<file path="config.mk">
export PLATFORM = sky130hd
export DESIGN_NAME = reorder_buffer_mp
export DESIGN_NICKNAME = d
export VERILOG_FILES = /design/src/rtl/reorder_buffer_mp_pkg.sv /design/src/rtl/reorder_buffer_mp_query.sv /design/src/rtl/reorder_buffer_mp.sv
export SDC_FILE = /design/constraint.sdc
export NUM_CORES = 2
export LEC_CHECK = 0
export BUFFER_PORTS_ARGS = -buffer_cell sky130_fd_sc_hd__clkbuf_2
export CELL_PAD_IN_SITES_DETAIL_PLACEMENT = 0
export CELL_PAD_IN_SITES_GLOBAL_PLACEMENT = 1
export CORE_MARGIN = 1
export CORE_UTILIZATION = 45
export CTS_CLUSTER_DIAMETER = 150
export DETAILED_ROUTE_END_ITERATION = 12
export HOLD_SLACK_MARGIN = 0.02
export PLACE_DENSITY = 0.82
export SLEW_MARGIN = 20
export SYNTH_ARGS = -nofsm -noshare
export SYNTH_HDL_FRONTEND = slang
export SYNTH_SLANG_ARGS = --single-unit
</file>
<file path="constraint.sdc">
create_clock -name clk -period 11.25 [get_ports clk]
set_input_delay 0.5625 -clock clk [delete_from_list [all_inputs] [get_ports clk]]
set_output_delay 0.5625 -clock clk [all_outputs]
set_load 0.03 [all_outputs]
</file>
<file path="src/rtl/reorder_buffer_mp_pkg.sv">
// Shared definitions for the multi-port reorder buffer: entry type encodings,
// default geometry and small type-classification helpers.
package reorder_buffer_mp_pkg;

  localparam int unsigned ROB_TYPE_W   = 2;
  localparam int unsigned ROB_AW_DEF   = 4;
  localparam int unsigned WB_PORTS_DEF = 2;
  localparam int unsigned XLEN_DEF     = 32;

  typedef enum logic [ROB_TYPE_W-1:0] {
    ROB_T_REG    = 2'd0,
    ROB_T_STORE  = 2'd1,
    ROB_T_BRANCH = 2'd2,
    ROB_T_JALR   = 2'd3
  } rob_type_e;

  function automatic logic rob_writes_rd(rob_type_e t);
    return (t == ROB_T_REG) || (t == ROB_T_JALR);
  endfunction

  function automatic logic rob_resolves_pc(rob_type_e t);
    return (t == ROB_T_BRANCH) || (t == ROB_T_JALR);
  endfunction

endpackage

</file>
<file path="src/rtl/reorder_buffer_mp_query.sv">
// Operand lookup for one id: stored result first, otherwise the lowest-index
// writeback port carrying a result for that busy entry this cycle.
module rob_query_port
  import reorder_buffer_mp_pkg::*;
#(
  parameter int unsigned ROB_AW   = ROB_AW_DEF,
  parameter int unsigned WB_PORTS = WB_PORTS_DEF,
  parameter int unsigned XLEN     = XLEN_DEF
) (
  input  logic [ROB_AW-1:0]                     q_id_i,
  input  logic [(1<<ROB_AW)-1:0]                busy_i,
  input  logic [(1<<ROB_AW)-1:0]                ready_i,
  input  logic [(1<<ROB_AW)-1:0][XLEN-1:0]      value_i,
  input  logic [WB_PORTS-1:0]                   wb_valid_i,
  input  logic [WB_PORTS*ROB_AW-1:0]            wb_id_i,
  input  logic [WB_PORTS*XLEN-1:0]              wb_value_i,
  output logic                                  q_ready_o,
  output logic [XLEN-1:0]                       q_value_o
);

  logic            hit;
  logic [XLEN-1:0] hit_value;

  always_comb begin
    hit       = 1'b0;
    hit_value = '0;
    if (busy_i[q_id_i]) begin
      if (ready_i[q_id_i]) begin
        hit       = 1'b1;
        hit_value = value_i[q_id_i];
      end else begin
        for (int unsigned p = 0; p < WB_PORTS; p++) begin
          if (!hit && wb_valid_i[p] && (wb_id_i[p*ROB_AW +: ROB_AW] == q_id_i)) begin
            hit       = 1'b1;
            hit_value = wb_value_i[p*XLEN +: XLEN];
          end
        end
      end
    end
  end

  assign q_ready_o = hit;
  assign q_value_o = hit_value;

endmodule

</file>
<file path="src/rtl/reorder_buffer_mp.sv">
// In-order-commit reorder buffer with N writeback ports, store release and
// branch/JALR mispredict flush. Define ROB_STATS_EN to add commit/flush counters.
module reorder_buffer_mp
  import reorder_buffer_mp_pkg::*;
#(
  parameter int unsigned ROB_AW   = ROB_AW_DEF,
  parameter int unsigned WB_PORTS = WB_PORTS_DEF,
  parameter int unsigned XLEN     = XLEN_DEF
) (
  input  logic                         clk,
  input  logic                         rst,
  input  logic                         rdy,
  input  logic                         alloc_valid,
  input  logic [ROB_TYPE_W-1:0]        alloc_type,
  input  logic [4:0]                   alloc_rd,
  input  logic [XLEN-1:0]              alloc_pc,
  input  logic [XLEN-1:0]              alloc_pred_pc,
  output logic                         alloc_ready,
  output logic [ROB_AW-1:0]            alloc_id,
  input  logic [WB_PORTS-1:0]          wb_valid,
  input  logic [WB_PORTS*ROB_AW-1:0]   wb_id,
  input  logic [WB_PORTS*XLEN-1:0]     wb_value,
  input  logic [WB_PORTS*XLEN-1:0]     wb_target,
  input  logic [2*ROB_AW-1:0]          q_id,
  output logic [1:0]                   q_ready,
  output logic [2*XLEN-1:0]            q_value,
  output logic                         commit_valid,
  output logic                         commit_reg,
  output logic [4:0]                   commit_rd,
  output logic [XLEN-1:0]              commit_value,
  output logic [ROB_AW-1:0]            commit_id,
  output logic                         commit_store,
  output logic                         flush,
  output logic [XLEN-1:0]              flush_pc,
  output logic [ROB_AW-1:0]            head_id
`ifdef ROB_STATS_EN
  ,
  output logic [31:0]                  stat_commits,
  output logic [31:0]                  stat_flushes
`endif
);

  localparam int unsigned DEPTH = 1 << ROB_AW;

  logic [ROB_AW-1:0]            head_q, head_d, tail_q, tail_d;
  logic [ROB_AW:0]              count_q, count_d;
  logic [DEPTH-1:0]             busy_q, busy_d, ready_q, ready_d;
  logic                         flush_q, flush_d;
  logic [XLEN-1:0]              flush_pc_q, flush_pc_d;

  rob_type_e                    type_q   [DEPTH];
  logic [4:0]                   rd_q     [DEPTH];
  logic [XLEN-1:0]              pred_q   [DEPTH];
  logic [XLEN-1:0]              target_q [DEPTH];
  logic [DEPTH-1:0][XLEN-1:0]   value_q;

  logic                         active, full, alloc_fire, commit_fire, mispredict;
  rob_type_e                    head_type;
  logic [DEPTH-1:0]             wb_we;
  logic [DEPTH-1:0][XLEN-1:0]   wb_val, wb_tgt;
  logic                         unused_pc;

  // The pc travels with the instruction for debug only; nothing here consumes it.
  assign unused_pc = ^alloc_pc;

  assign active      = rdy && !flush_q;
  assign full        = (count_q == (ROB_AW+1)'(DEPTH));
  assign alloc_ready = !full;
  assign alloc_fire  = alloc_valid && alloc_ready && active;
  assign alloc_id    = tail_q;
  assign head_id     = head_q;
  assign head_type   = type_q[head_q];
  assign commit_fire = active && busy_q[head_q] && ready_q[head_q];
  assign mispredict  = commit_fire && rob_resolves_pc(head_type) &&
                       (target_q[head_q] != pred_q[head_q]);

  assign commit_valid = commit_fire;
  assign commit_reg   = commit_fire && rob_writes_rd(head_type) && (rd_q[head_q] != 5'd0);
  assign commit_store = commit_fire && (head_type == ROB_T_STORE);
  assign commit_rd    = commit_fire ? rd_q[head_q]    : '0;
  assign commit_value = commit_fire ? value_q[head_q] : '0;
  assign commit_id    = commit_fire ? head_q          : '0;
  assign flush        = flush_q;
  assign flush_pc     = flush_pc_q;

  // Per-entry writeback select; scanning ports upward lets the lowest index win.
  always_comb begin
    wb_we  = '0;
    wb_val = '0;
    wb_tgt = '0;
    for (int unsigned i = 0; i < DEPTH; i++) begin
      for (int unsigned p = 0; p < WB_PORTS; p++) begin
        if (!wb_we[i] && wb_valid[p] && busy_q[i] &&
            (wb_id[p*ROB_AW +: ROB_AW] == ROB_AW'(i))) begin
          wb_we[i]  = 1'b1;
          wb_val[i] = wb_value[p*XLEN +: XLEN];
          wb_tgt[i] = wb_target[p*XLEN +: XLEN];
        end
      end
    end
  end

  always_comb begin
    head_d     = head_q;
    tail_d     = tail_q;
    count_d    = count_q;
    busy_d     = busy_q;
    ready_d    = ready_q;
    flush_d    = flush_q;
    flush_pc_d = flush_pc_q;
    if (rdy) begin
      if (flush_q) begin
        head_d  = '0;
        tail_d  = '0;
        count_d = '0;
        busy_d  = '0;
        ready_d = '0;
        flush_d = 1'b0;
      end else begin
        ready_d = ready_q | wb_we;
        if (alloc_fire) begin
          busy_d[tail_q]  = 1'b1;
          ready_d[tail_q] = 1'b0;
          tail_d          = tail_q + 1'b1;
        end
        // Retirement is applied last so a stray writeback cannot re-arm a freed slot.
        if (commit_fire) begin
          busy_d[head_q]  = 1'b0;
          ready_d[head_q] = 1'b0;
          head_d          = head_q + 1'b1;
        end
        case ({alloc_fire, commit_fire})
          2'b10:   count_d = count_q + 1'b1;
          2'b01:   count_d = count_q - 1'b1;
          default: count_d = count_q;
        endcase
        if (mispredict) begin
          flush_d    = 1'b1;
          flush_pc_d = target_q[head_q];
        end
      end
    end
  end

  always_ff @(posedge clk or posedge rst) begin
    if (rst) begin
      head_q     <= '0;
      tail_q     <= '0;
      count_q    <= '0;
      busy_q     <= '0;
      ready_q    <= '0;
      flush_q    <= 1'b0;
      flush_pc_q <= '0;
    end else begin
      head_q     <= head_d;
      tail_q     <= tail_d;
      count_q    <= count_d;
      busy_q     <= busy_d;
      ready_q    <= ready_d;
      flush_q    <= flush_d;
      flush_pc_q <= flush_pc_d;
    end
  end

  // Payload storage is qualified by busy/ready, so it needs no reset.
  always_ff @(posedge clk) begin
    if (active) begin
      for (int unsigned i = 0; i < DEPTH; i++) begin
        if (wb_we[i]) begin
          value_q[i]  <= wb_val[i];
          target_q[i] <= wb_tgt[i];
        end
      end
      if (alloc_fire) begin
        type_q[tail_q] <= rob_type_e'(alloc_type);
        rd_q[tail_q]   <= alloc_rd;
        pred_q[tail_q] <= alloc_pred_pc;
      end
    end
  end

  for (genvar k = 0; k < 2; k++) begin : g_query
    rob_query_port #(
      .ROB_AW   (ROB_AW),
      .WB_PORTS (WB_PORTS),
      .XLEN     (XLEN)
    ) u_query (
      .q_id_i     (q_id[k*ROB_AW +: ROB_AW]),
      .busy_i     (busy_q),
      .ready_i    (ready_q),
      .value_i    (value_q),
      .wb_valid_i (wb_valid),
      .wb_id_i    (wb_id),
      .wb_value_i (wb_value),
      .q_ready_o  (q_ready[k]),
      .q_value_o  (q_value[k*XLEN +: XLEN])
    );
  end

`ifdef ROB_STATS_EN
  logic [31:0] stat_commits_q, stat_flushes_q;

  always_ff @(posedge clk or posedge rst) begin
    if (rst) begin
      stat_commits_q <= '0;
      stat_flushes_q <= '0;
    end else if (rdy) begin
      if (commit_fire) stat_commits_q <= stat_commits_q + 32'd1;
      if (mispredict)  stat_flushes_q <= stat_flushes_q + 32'd1;
    end
  end

  assign stat_commits = stat_commits_q;
  assign stat_flushes = stat_flushes_q;
`endif

endmodule

</file>
Word level (Yosys, flattened, before mapping)

Memory sizes are Yosys's and may differ from the RTL's.
Index checks and enable logic that the tools add are counted.

Flip-flop bits (word level): 590
Bits in writable memories: 1136
Input bits: 221
Output and inout port bits: 152
Logic and storage cells: 443
Memories kept: 4

Memories:

| name     | words | bits a word | read ports | clocked after memory_dff | write ports | RTL line                | RTL |
|---|---|---|---|---|---|---|---|
| pred_q   | 16    | 32          | 1          | 0                        | 1           | reorder_buffer_mp.sv:53 | `logic [XLEN-1:0] pred_q [DEPTH];` |
| target_q | 16    | 32          | 1          | 0                        | 16          | reorder_buffer_mp.sv:54 | `logic [XLEN-1:0] target_q [DEPTH];` |
| rd_q     | 16    | 5           | 1          | 0                        | 1           | reorder_buffer_mp.sv:52 | `logic [4:0] rd_q [DEPTH];` |
| type_q   | 16    | 2           | 1          | 0                        | 1           | reorder_buffer_mp.sv:51 | `rob_type_e type_q [DEPTH];` |

$add $sub $neg: 4
Magnitude comparators: 6
Eq/ne operators: 41
Mux-type cells: 210
Bitwise operators: 8
Reduce and logical (&&, ||, !) cells: 147

Operators by type and width:

| operator              | number |
|---|---|
| $mux W32              | 76 |
| $bmux W32 S4          | 3 |
| $mux W16              | 10 |
| $mux W1               | 105 |
| $logic_and A1 B1 Y1   | 98 |
| $eq A4 B4 Y1 const B  | 16 |
| $and A16 B16 Y16      | 3 |
| $reduce_and A2 Y1     | 19 |
| $eq A4 B3 Y1 const B  | 8 |
| $ne A32 B32 Y1        | 1 |
| $not A16 Y16          | 2 |
| $or A16 B16 Y16       | 2 |
| $bmux W1 S4           | 6 |
| $logic_not A1 Y1      | 20 |
| $lt A4 B5 Y1 const B  | 4 |
| $mux W4               | 5 |
| $eq A4 B2 Y1 const B  | 4 |
| $eq A4 B4 Y1          | 4 |
| $mux W5               | 2 |
| $pmux W5 S2           | 1 |
| $add A4 B1 Y4 const B | 2 |
| $demux W1 S4          | 2 |
| $eq A4 B1 Y1 const B  | 2 |
| $ge A4 B1 Y1 const B  | 2 |
| other kinds (13)      | 19 |

Longest topological paths before layout

Depth in word-level cells: 16
Gate-level depth with buffers: 15
Mapped depth without buffers: 12

Modules after synthesis

From an unflattened synthesis, not the netlist that was laid out.

Cell total of the unflattened synthesis: 5674
Area total of the unflattened synthesis: 88030.7 um^2

Modules (own cells, without submodules):

| module            | instances | cells an instance | area an instance (um^2) | seq. area each (um^2) |
|---|---|---|---|---|
| reorder_buffer_mp | 1         | 4472              | 77242.8                 | 51439.3 |
| rob_query_port    | 2         | 601               | 5393.9                  | 0.0 |

Worst setup path before layout

No wires, ideal clock.

Path kind: input-to-reg
Start point: input wb_id[1]
End point: memory target_q[1][0] (netlist bit), enable pin
Setup time: 0.507 ns
Arrival: 4.849 ns
Required time: 10.743 ns
Slack: 5.894 ns
Cell stages on the path: 6
Path buffers: 3
Cells stage by stage: clkbuf_1 nor3b_1 nand3_1 clkbuf_1 buf_1 a21oi_1

RTL lines:

| element     | RTL line                | RTL |
|---|---|---|
| from (decl) | reorder_buffer_mp.sv:21 | `input logic [WB_PORTS*ROB_AW-1:0] wb_id,` |
| to (decl)   | reorder_buffer_mp.sv:54 |  |

Worst setup path in the final report

Start point: register head_q[0], in the netlist head_id[0]
End point: output commit_value[27]

Word-level cells in the longest chain between the ends: 5
Elaborated cells on any way between the ends: 9
Classes of those cells: mux: 7; reduce/logical: 2

Ends and longest elaborated chain:

| element                          | RTL line                 | RTL |
|---|---|---|
| from (decl)                      | reorder_buffer_mp.sv:45  | `logic [ROB_AW-1:0] head_q, head_d, tail_q, tail_d;` |
| from (signal assigned)           | reorder_buffer_mp.sv:147 | `head_q <= '0;` |
| from (signal assigned)           | reorder_buffer_mp.sv:155 | `head_q <= head_d;` |
| $bmux W1 S4                      | reorder_buffer_mp.sv:73  | `assign commit_fire = active && busy_q[head_q] && ready_q[head_q];` |
| $mux W1 (implied by the code)    | reorder_buffer_mp.sv:73  |  |
| $logic_and A1 B1 Y1 (2 in a row) | reorder_buffer_mp.sv:73  |  |
| $mux W32 *                       | reorder_buffer_mp.sv:81  | `assign commit_value = commit_fire ? value_q[head_q] : '0;` |
| to (decl)                        | reorder_buffer_mp.sv:30  | `output logic [XLEN-1:0] commit_value,` |

Mark *: on every way between the ends. The rest lies on a longest branch, timed or not. The select of a mux whose other input is x is not followed.

==> results.md <==
* Outcome: completed
* DR vias at 63,259
* Number of flops mapped to enable cells by yosys at 1,648
* Routed len/inst at 36.7 µm
* Post-DP HPWL at 173,000 µm
* Final GP Congestion at 0.877
* Multi-input gate area at 34,900 µm²
* Leakage power total at 34.4 nW
* Share of post-route cells with drive strength above 1 at 26.0%
* Slowest stage delay, CP at 1.02 ns
* First-pass GRT wire length at 457,000 µm
* Clock transition at path regs at 0.06 ns
* TNS Setup at 0 ns
* YS warnings at 0
* Row Count at 162
* Top-level I/O count at 373
* Final worst path period share at 54.2%
* Die height at 447 µm
* Fmax at 164 MHz
* Top_reg_cell synth: edfxtp_1
* CTS resizes at 0
* Max Slew Vio Count at 0
* Layout area overhead at 10.9%
* Reg-to-Reg Start: head_id[1]
* Cts bufs inserted at 179
* IO Port Bufs at 340
* Largest net degree at the start of global routing at 125
* Root buffer cell: clkbuf_16
* Die ar. at 200,000 µm²
* PnR Total Power at 0.0142 W
* WP depth at 7
* CP required at 10.69 ns
* Core ar. at 196,000 µm²
* Post-placement cell count at 8,600
* Asr flop ratio synth at 4.52%
* Nets at 6,393
* H-tree Lvls at 4
* CP endpoint kind: primary output
* RSZ-0062 raised after global routing: false
* Hold/Removal Path Class: in2reg
* Residual DRC at 0
* DR pass1 iterations at 7
* Final setup fails at 0
* Least-Margin Pin Slew at 1.34 ns
* Post-Synthesis Cells at 6,280
* PD cells at 144 nW/µm²
* Register Area at 51,500 µm²
* Reg-to-reg endpoint: flush_pc[29]
* Max clock buf depth at 3
* CP endpoint: commit_value[27]
* Clk_skew at 0.0576 ns
* Initial antenna violation count at 55
* Flops & latches, synth at 1,726
* Layout Cells excl Fill at 8,976
* Worst-path fanout max at 90
* Die W at 447 µm
* Type of origin of the critical path: flop
* CTS tree: done
* Max_cap viols at 0
* Period minus WS final at 6.09 ns
* WL final at 330,000 µm
* 1st-iter DRT viols at 11,719
* WS Path Type: reg2out
* Netlist cell types at 53
* Hold WS at 0.0780 ns
* Slowest CP cell: dfrtp_4
* R2r setup slk at 5.58 ns
* Synth Cell Area at 89,000 µm²
* Reg2Reg Depth at 11
* Crit path from: head_id[0]
* WP buf/inv at 4
* Starting Density at 45.5%
* Worst-path cell chain: buf_12 > mux4_2 > nand2b_1 > inv_2 > buf_4 > and2_1 > clkbuf_2
* Slew margin rel. at 10.6%
* GRT Total Usage at 32.6%
* Insertion delay to the later sink of the worst-skew pair at 0.89 ns
* Register area share after synthesis at 57.8%
* Total gr overflow at 0
* Delay-heaviest family, CP: buffers and inverters
* Crit path arrival time at 5.53 ns
* Number of global-route vias before repair at 61,783
* Maximum vdd drop at 0.000167 V
* Post-Syn Area per Cell at 14.2 µm²
* Detailed-route vias per instance at 7.05
* CTS sink count at 1,726
* Count of final hold-check violations at 0
* Filler Cell Count at 15,971
* Post-DRT Antenna Nets at 0
* Mapped Nets at 6,514
==> state kept, by name, indices dropped and copies added (netlist names) <==
signal and count:
flush 1, alloc_id 4, count_q 5, type_q 32, target_q 512, busy_q 16
flush_pc 32, value_q 512, rd_q 80, ready_q 16, head_id 4, pred_q 512
==> how the worst min path moves through the flow <==
stage,start,endpoint,slack [ns],cells after the start
finish,alloc_pred_pc[4],pred_q[14][4],0.08,1
CTS,alloc_rd[3],rd_q[15][3],0.04,1
floorplan,ready_q[6],ready_q[6],0.48,1
global route,alloc_pred_pc[26],pred_q[12][26],0.09,1
global placement,flush_pc[22],flush_pc[22],0.48,1
detailed placement,flush_pc[11],flush_pc[11],0.48,1
==> layout make-up <==
class                      count  share of cell area [%]
clock buffer                 232                    4.86
inverter                      25                   0.103
tap                         2624                    3.33
timing repair buffer         487                    3.02
clock inverter               104                    1.11
sequential                  1726                    52.1
multi-input combinational   3740                    35.3
antenna                       38                  0.0964
==> routing by layer <==
layer | track usage, % | up-vias | routed length [µm]
met2 | 49.5 | 6025 | 149000
met5 | 0.147 | - | 165
met3 | 11.3 | 1356 | 50700
met1 | 39.6 | 31370 | 105000
met4 | 21.3 | 20 | 24100
li1 | - | 24488 | -
==> synthesized netlist by cell type, types with 2 or more instances <==
cell type     n  area (µm²)
edfxtp_1   1648       49500
nand2_1    1186        4450
mux4_2      792       17800
nand3_1     538        2690
a22o_1      515        4510
clkbuf_1    505        1900
buf_1       234         878
a22oi_1     193        1450
nor2_1      128         480
dfrtp_1      78        1950
a211oi_1     64         480
xor2_1       42         368
and2_1       41         257
a21oi_1      33         165
and3_1       32         200
buf_2        29         145
mux2_1       29         327
o21ai_0      29         145
inv_1        23        86.3
ha_1         13         163
a211o_1      12         105
buf_6        12         135
o2bb2ai_1    12         105
nor2b_1      10        62.6
nor4_1       10        62.6
a31oi_1       9        56.3
buf_4         9        67.6
xnor2_1       6        52.6
nand4_1       5        31.3
nor3_1        5        25.0
mux2_2        4        45.0
and4_1        3        26.3
nor3b_1       3        22.5
o22ai_1       3        18.8
a21o_1        2        15.0
a222oi_1      2        20.0
a32o_1        2        20.0
mux2i_1       2        20.0
o21ai_1       2        10.0
or4_1         2        15.0
==> through the flow <==
stage | worst slack, ns | util [%] | cell area (µm²)
after global routing | 4.92 | 50.4 | 98700
final | 5.16 | 50.4 | 98700
after CTS | 5.09 | 50.4 | 98500
after detailed placement | 5.63 | 47.4 | 92600
after floorplan | 5.89 | - | 89000
after global placement | 5.75 | 47.3 | 92600
==> cell families after synthesis <==
logic type	synth area share, %
flops	57.8
simple gates	9.38
compound gates	8.07
mux	20.5
buf+inv	3.61
xor+xnor	0.472
fa+ha+maj	0.183
==> what timing repair did <==
item | 4_1_cts | 5_1_grt
setup endpoints to repair | 0 | 0
hold buffers | 1 | 0
endpoints found under the hold margin | 31 | 0
buffers inserted | 0 | 0
==> where the power goes <==
part           switching (W)  internal [W]  leakage [nW]
combinational       0.000706      0.000408          14.8
sequential         0.0000604       0.00708          16.8
clock                0.00268       0.00330          2.82
total                0.00345        0.0108          34.4
==> cells in the final DEF, fill, tap and decap left out, types with 34 or more instances in the layout <==
master | netlist | routed
a22o_1 | 515 | 515
nor2_1 | 128 | 101
buf_4 | 9 | 137
clkbuf_16 | 0 | 180
nand2_1 | 1186 | 1185
mux4_2 | 792 | 792
a211oi_1 | 64 | 64
diode_2 | 0 | 38
and2_1 | 41 | 40
edfxtp_1 | 1648 | 1648
xor2_1 | 42 | 42
clkbuf_2 | 0 | 336
clkinv_2 | 0 | 34
nand3_1 | 538 | 533
dfrtp_1 | 78 | 75
clkbuf_1 | 505 | 42
a22oi_1 | 193 | 193
No activity file was read; power rests on OpenSTA's default activity.
